$ cat config.mk
export PLATFORM = sky130hd
export DESIGN_NAME = johnson_decoder
export DESIGN_NICKNAME = d
export VERILOG_FILES = /design/src/rtl/johnson_pkg.sv /design/src/rtl/johnson_decoder_code_decode.sv /design/src/rtl/johnson_decoder.sv
export SDC_FILE = /design/constraint.sdc
export NUM_CORES = 1
export LEC_CHECK = 0
export CAP_MARGIN = 25
export CORE_ASPECT_RATIO = 1.75
export CORE_MARGIN = 8
export CORE_UTILIZATION = 40
export CTS_BUF_LIST = sky130_fd_sc_hd__clkbuf_4 sky130_fd_sc_hd__clkbuf_8
export CTS_CLUSTER_SIZE = 28
export DETAILED_ROUTE_END_ITERATION = 8
export HOLD_SLACK_MARGIN = 0.15
export PLACE_DENSITY = 0.74
export SLEW_MARGIN = 40
export SYNTH_ARGS = -nofsm -noshare
export SYNTH_HDL_FRONTEND = slang
export SYNTH_HIERARCHICAL = 1
export SYNTH_SLANG_ARGS = --single-unit
$ cat constraint.sdc
create_clock -name clk -period 5.55 [get_ports clk]
set_input_delay 0.8325 -clock clk [delete_from_list [all_inputs] [get_ports clk]]
set_output_delay 0.8325 -clock clk [all_outputs]
set_load 0.01 [all_outputs]
$ cat src/rtl/johnson_pkg.sv
// -----------------------------------------------------------------------------
// johnson_pkg
// Shared definitions for Johnson-code handling on the receive side.
//   lock_state_t     : lock FSM states (HUNT, LOCKED, SUSPECT)
//   johnson_idx_w()  : bit width of an index into a 2N-long Johnson sequence
//   johnson_legal()  : 1 when a code has at most one adjacent-bit transition
//   johnson_index()  : sequence position of a legal code
// The code functions take a JOHNSON_MAX_N-wide vector plus the real width n,
// so the same functions serve any instance width (counter-side checks too).
// -----------------------------------------------------------------------------
package johnson_pkg;

    localparam int JOHNSON_MAX_N = 32;

    typedef enum logic [1:0] {
        HUNT    = 2'd0,
        LOCKED  = 2'd1,
        SUSPECT = 2'd2
    } lock_state_t;

    function automatic int johnson_idx_w(input int n);
        return $clog2(2 * n);
    endfunction

    // A Johnson code is a single run of ones against a run of zeros, so a
    // legal code never has more than one place where neighbouring bits differ.
    function automatic logic johnson_legal(input logic [JOHNSON_MAX_N-1:0] code,
                                           input int n);
        int diffs;
        diffs = 0;
        for (int i = 0; i < JOHNSON_MAX_N - 1; i++) begin
            if ((i < n - 1) && (code[i] != code[i+1])) begin
                diffs++;
            end
        end
        return (diffs <= 1);
    endfunction

    // First half of the sequence fills ones from the MSB down (bit 0 still 0),
    // second half drains them from the MSB (bit 0 still 1).
    function automatic int johnson_index(input logic [JOHNSON_MAX_N-1:0] code,
                                         input int n);
        int p;
        p = 0;
        for (int i = 0; i < JOHNSON_MAX_N; i++) begin
            if ((i < n) && code[i]) begin
                p++;
            end
        end
        return code[0] ? (2 * n - p) : p;
    endfunction

endpackage

$ cat src/rtl/johnson_decoder_code_decode.sv
// -----------------------------------------------------------------------------
// johnson_code_decode
// Purely combinational decode of one Johnson code.
//   code_in [N-1:0]   : code to decode
//   legal             : code is a member of the 2N-long Johnson sequence
//   idx   [IDX_W-1:0] : sequence position (meaningful only when legal=1)
//   onehot[2N-1:0]    : onehot[idx] set when legal, all zero otherwise
// -----------------------------------------------------------------------------
module johnson_code_decode
    import johnson_pkg::*;
#(
    parameter  int N     = 4,
    localparam int IDX_W = johnson_idx_w(N)
) (
    input  logic [N-1:0]     code_in,
    output logic             legal,
    output logic [IDX_W-1:0] idx,
    output logic [2*N-1:0]   onehot
);

    logic [JOHNSON_MAX_N-1:0] code_ext;

    always_comb begin
        code_ext          = '0;
        code_ext[N-1:0]   = code_in;
    end

    assign legal = johnson_legal(code_ext, N);
    assign idx   = IDX_W'(johnson_index(code_ext, N));

    for (genvar gi = 0; gi < 2 * N; gi++) begin : g_onehot
        assign onehot[gi] = legal && (idx == IDX_W'(gi));
    end

endmodule

$ cat src/rtl/johnson_decoder.sv
// -----------------------------------------------------------------------------
// johnson_decoder
// Samples a Johnson code on en, decodes it and tracks sequence lock.
//   clk, res           : clock; synchronous active-high reset
//   en                 : sample strobe, code_in evaluated only when en=1
//   code_in [N-1:0]    : Johnson code from the counter
//   clr_err            : synchronous clear of err_cnt (beats a same-cycle error)
//   idx  [IDX_W-1:0]   : index of the last legal sample
//   onehot [2N-1:0]    : one-hot of idx when the last sample was legal, else 0
//   code_valid         : last sample was legal
//   locked             : lock FSM in LOCKED or SUSPECT
//   seq_err            : one-cycle pulse on a bad sample while locked/suspect
//   err_cnt [ERR_W-1:0]: saturating count of seq_err pulses
// All outputs are registered and reflect the sample taken on the prior edge.
// -----------------------------------------------------------------------------
module johnson_decoder
    import johnson_pkg::*;
#(
    parameter  int N        = 4,
    parameter  int LOCK_CNT = 3,
    parameter  int ERR_W    = 8,
    localparam int IDX_W    = johnson_idx_w(N)
) (
    input  logic             clk,
    input  logic             res,
    input  logic             en,
    input  logic [N-1:0]     code_in,
    input  logic             clr_err,
    output logic [IDX_W-1:0] idx,
    output logic [2*N-1:0]   onehot,
    output logic             code_valid,
    output logic             locked,
    output logic             seq_err,
    output logic [ERR_W-1:0] err_cnt
);

    localparam int RUN_W = $clog2(LOCK_CNT + 1);
    localparam logic [IDX_W-1:0] LAST_IDX = IDX_W'(2 * N - 1);

    logic             dec_legal;
    logic [IDX_W-1:0] dec_idx;
    logic [2*N-1:0]   dec_onehot;

    lock_state_t      state_reg, state_next;
    logic [RUN_W-1:0] run_reg, run_next;
    logic [IDX_W-1:0] idx_reg;
    logic             have_prev_reg;
    logic [2*N-1:0]   onehot_reg;
    logic             code_valid_reg;
    logic             seq_err_reg, seq_err_next;
    logic [ERR_W-1:0] err_cnt_reg, err_cnt_next;

    logic [IDX_W-1:0] succ_idx;
    logic             in_seq;
    logic [RUN_W-1:0] hunt_run;

    johnson_code_decode #(.N(N)) u_decode (
        .code_in (code_in),
        .legal   (dec_legal),
        .idx     (dec_idx),
        .onehot  (dec_onehot)
    );

    // idx_reg only ever loads legal samples, so it doubles as the previous
    // legal index used for the successor check.
    assign succ_idx = (idx_reg == LAST_IDX) ? '0 : idx_reg + 1'b1;
    assign in_seq   = dec_legal && have_prev_reg && (dec_idx == succ_idx);

    always_comb begin
        state_next   = state_reg;
        run_next     = run_reg;
        seq_err_next = 1'b0;
        err_cnt_next = err_cnt_reg;

        // Run length as HUNT would compute it from this sample; also used when
        // SUSPECT falls back to HUNT.
        if (!dec_legal) begin
            hunt_run = '0;
        end else if (in_seq) begin
            hunt_run = run_reg + 1'b1;
        end else begin
            hunt_run = RUN_W'(1);
        end

        if (en) begin
            case (state_reg)
                HUNT: begin
                    run_next = hunt_run;
                    if (hunt_run == RUN_W'(LOCK_CNT)) begin
                        state_next = LOCKED;
                    end
                end
                LOCKED: begin
                    if (!in_seq) begin
                        state_next   = SUSPECT;
                        seq_err_next = 1'b1;
                    end
                end
                SUSPECT: begin
                    if (in_seq) begin
                        state_next = LOCKED;
                    end else begin
                        state_next   = HUNT;
                        seq_err_next = 1'b1;
                        run_next     = hunt_run;
                    end
                end
                default: begin
                    state_next = HUNT;
                    run_next   = '0;
                end
            endcase
        end

        if (clr_err) begin
            err_cnt_next = '0;
        end else if (seq_err_next && (err_cnt_reg != '1)) begin
            err_cnt_next = err_cnt_reg + 1'b1;
        end
    end

    always_ff @(posedge clk) begin
        if (res) begin
            state_reg      <= HUNT;
            run_reg        <= '0;
            idx_reg        <= '0;
            have_prev_reg  <= 1'b0;
            onehot_reg     <= '0;
            code_valid_reg <= 1'b0;
            seq_err_reg    <= 1'b0;
            err_cnt_reg    <= '0;
        end else begin
            state_reg   <= state_next;
            run_reg     <= run_next;
            seq_err_reg <= seq_err_next;
            err_cnt_reg <= err_cnt_next;
            if (en) begin
                code_valid_reg <= dec_legal;
                onehot_reg     <= dec_onehot;
                if (dec_legal) begin
                    idx_reg       <= dec_idx;
                    have_prev_reg <= 1'b1;
                end
            end
        end
    end

    assign idx        = idx_reg;
    assign onehot     = onehot_reg;
    assign code_valid = code_valid_reg;
    assign locked     = (state_reg != HUNT);
    assign seq_err    = seq_err_reg;
    assign err_cnt    = err_cnt_reg;

endmodule

==> flow_metrics.tcl <==
set metrics [dict create \
    max_freq_mhz 213 \
    layout.nets 251 \
    grt_usage 0.110 \
    syn_inst 204 \
    final.setup.tns_ps 0 \
    antenna_cells 0 \
    cts-root-buf "clkbuf_8" \
    synth_top_cell_area_share 0.296 \
    cp_slowest_stage_delay_ps 520 \
    routed_via_density 5.38 \
    dr.pass1.iters 4 \
    holdBufCountCts 0 \
    die_h_um 104 \
    fin_ws_ps 845 \
    ys_warn_count 6 \
    hold_viol_final 0 \
    synthArstFlopShare 0 \
    clk_pin_slew_worst_paths_ps 90 \
    cts_tree "yes" \
    grt_pass1_vias 1575 \
    worstPathRequired_ps 5710 \
    critical_path.top_delay_family "adder cells" \
    cts_made_buffers 3 \
    hp-class "flop to flop" \
    r2r-start "idx[0]$_SDFFE_PP0P_" \
    powerDensity_nw_per_um2 226 \
    grt_pass1_wl_um 6430 \
    synth_fp_nets 225 \
    gp_congestion 0.813 \
    fin_skew_ps 6.40 \
    crit_path_start_kind "primary input" \
    p_leak_nw 0.834 \
    portBuffers 29 \
    drc_errors 0 \
    die_w_um 66.1 \
    synth_ff_type "dfxtp_1" \
    pwr-share-clk 0.321 \
    p_int_mw 0.341 \
    synth_area_per_cell_um2 8.61 \
    pre_cts_slack_ps 554 \
    synth-edff-count 0 \
    slew_viol_final 0 \
    synth.distinct_cells 53 \
    path_cells "clkdlybuf4s50_1, inv_1, ha_1, xor2_2, ha_1, nand2_1, o31ai_1, inv_1, ha_1, nor2b_1, xnor2_1, xnor2_1, xor2_1, nor3_4, a311oi_1, a31oi_4, mux2_4" \
    insertion_delay_ps 270 \
    num_rows 32 \
    die-area_um2 6850 \
    p_total_mw 0.480 \
    worst_pin_slew_ps 565 \
    slew_headroom 0.621 \
    cts_resized 0 \
    cp-startpoint "code_in[0]" \
    cts.sinks 26 \
    core_area_um2 4320 \
    synthesis.area_um2 1760 \
    synth_seq_cells 26 \
    fill_cells 425 \
    setup_violations 0 \
    grt.overflow.total 0 \
    pwr-share-comb 0.267 \
    hpwl_um 3000 \
    swShare 0.288 \
    yosysSeqAreaShare 0.296 \
    initial_utilization 0.406 \
    htree_levels 1 \
    whs_ps 480 \
    cap_violations 0 \
    yosysTopAreaCell "dfxtp_1" \
    cp_num_buf_inv 3 \
    routed_wl_um 3750 \
    drtAntennaViolNets 0 \
    rsz0062_at_grt "false" \
    drt_iter0_drc 39 \
    grt_max_degree 24 \
    clockBufferDepth 2 \
    cp_slowest_cell "clkdlybuf4s50_1" \
    status "finished, final reports clean" \
    vdd_ir_drop_max_v 0.000182 \
    switchingPower_mw 0.138 \
    wl_per_cell_um 13.4 \
    ioPinCount 30 \
    fin_crit_sh 0.848 \
    syn_to_final_growth_pct 20.9 \
    layout-drive-gt1-share 0.105 \
    crit_fanout 8 \
    critPathKind "primary input to flop" \
    arrival_ps 4870 \
    pwr-share-seq 0.412 \
    yosys-top-cells-area "dfxtp_1, ha_1, mux2i_1" \
    hold_start "code_valid$_SDFFE_PP0P_" \
    cpMostUsedCell "ha_1" \
    rrSetupSlack_ps 3430 \
    post_cts_buffers 0 \
    min_period_ps 4710 \
    end_kind "flop" \
    grt_antenna_before_repair 0 \
    num_vias 1505 \
]
cells in the mapped netlist (all sizes together) (2+ instances only):
cell / instances
nand4: 2
inv: 15
o21ai: 5
nand2b: 4
a31oi: 6
nor2b: 2
or2: 2
nor3: 13
mux2i: 11
dfxtp: 26
buf: 5
nand3: 7
and2: 2
xnor2: 9
ha: 13
a211oi: 5
o211ai: 3
nand2: 12
a21oi: 9
nor4: 2
clkbuf: 3
xor2: 5
nor2: 25
path summary, 6_finish.rpt:
| kind | endpoint | cells after the start |
|---|---|---|
| setup / recovery | state_reg[0]$_SDFFE_PP0P_ | 17 |
| setup reg to reg | state_reg[0]$_SDFFE_PP0P_ | 7 |
| hold reg to reg | code_valid$_SDFFE_PP0P_ | 2 |
| hold / removal | code_valid$_SDFFE_PP0P_ | 2 |
layer usage:
layer,wire (um),vias to the layer above,track usage
met3,163,2,0.0205
li1,-,769,-
met2,2120,24,0.217
met4,11,0,0.0307
met5,0,-,0
met1,1450,710,0.107
layout make-up:
type	count	area, um^2	area share
repair buffers	29	280	0.132
clock inverters	1	30.0	0.0141
multi-input cells	155	1130	0.533
inverters	15	56.3	0.0265
clock buffers	3	41.3	0.0194
flip-flops and latches	26	520	0.245
well taps	51	63.8	0.0300
worst reg2reg max path, stage by stage (launching register included):
cell and delay (ps):
dfxtp_1 340, ha_1 200, ha_1 280, xor2_1 160, nor3_4 310, a311oi_1 200, a31oi_4 210, mux2_4 310
power by group through the flow:
stage / Combinational [mW] / Clock, mW / Sequential (mW)
detailed placement: 0.130 / 0 / 0.202
global route: 0.143 / 0.166 / 0.199
finish: 0.128 / 0.154 / 0.198
CTS: 0.131 / 0.159 / 0.198
floorplan: 0.0958 / 0 / 0.204
global placement: 0.128 / 0 / 0.202
metrics by stage:
stage,cells,util,cell area [um^2]
detailed placement,276,0.477,2060
global placement,276,0.477,2060
floorplan,204,-,1760
CTS,280,0.494,2130
global route,280,0.491,2120
finish,280,0.491,2120
layout by cell type, fill, tap and decap left out, drive strengths merged, types with 2 or more instances in the layout:
cell	instances
xnor2	9
o211ai	3
o21ai	5
inv	15
a21oi	9
nand2	12
clkbuf	3
buf	2
a31oi	6
or2	2
dfxtp	26
xor2	5
a211oi	5
clkdlybuf4s50	27
nor4	2
nand4	2
nor2	25
nor3	13
nand3	7
nand2b	4
nor2b	2
ha	13
and2	2
mux2i	11
cell families after synthesis:
group | Yosys count | synth area share
AO/OA/AOI/OAI | 40 | 0.181
multiplexers | 12 | 0.0712
buffers and inverters | 23 | 0.0591
AND/OR/NAND/NOR | 76 | 0.222
XOR/XNOR | 14 | 0.0784
flip-flops | 26 | 0.296
adder cells (fa/ha/maj) | 13 | 0.0926
Note: power is estimated with default switching activity, not from simulation.
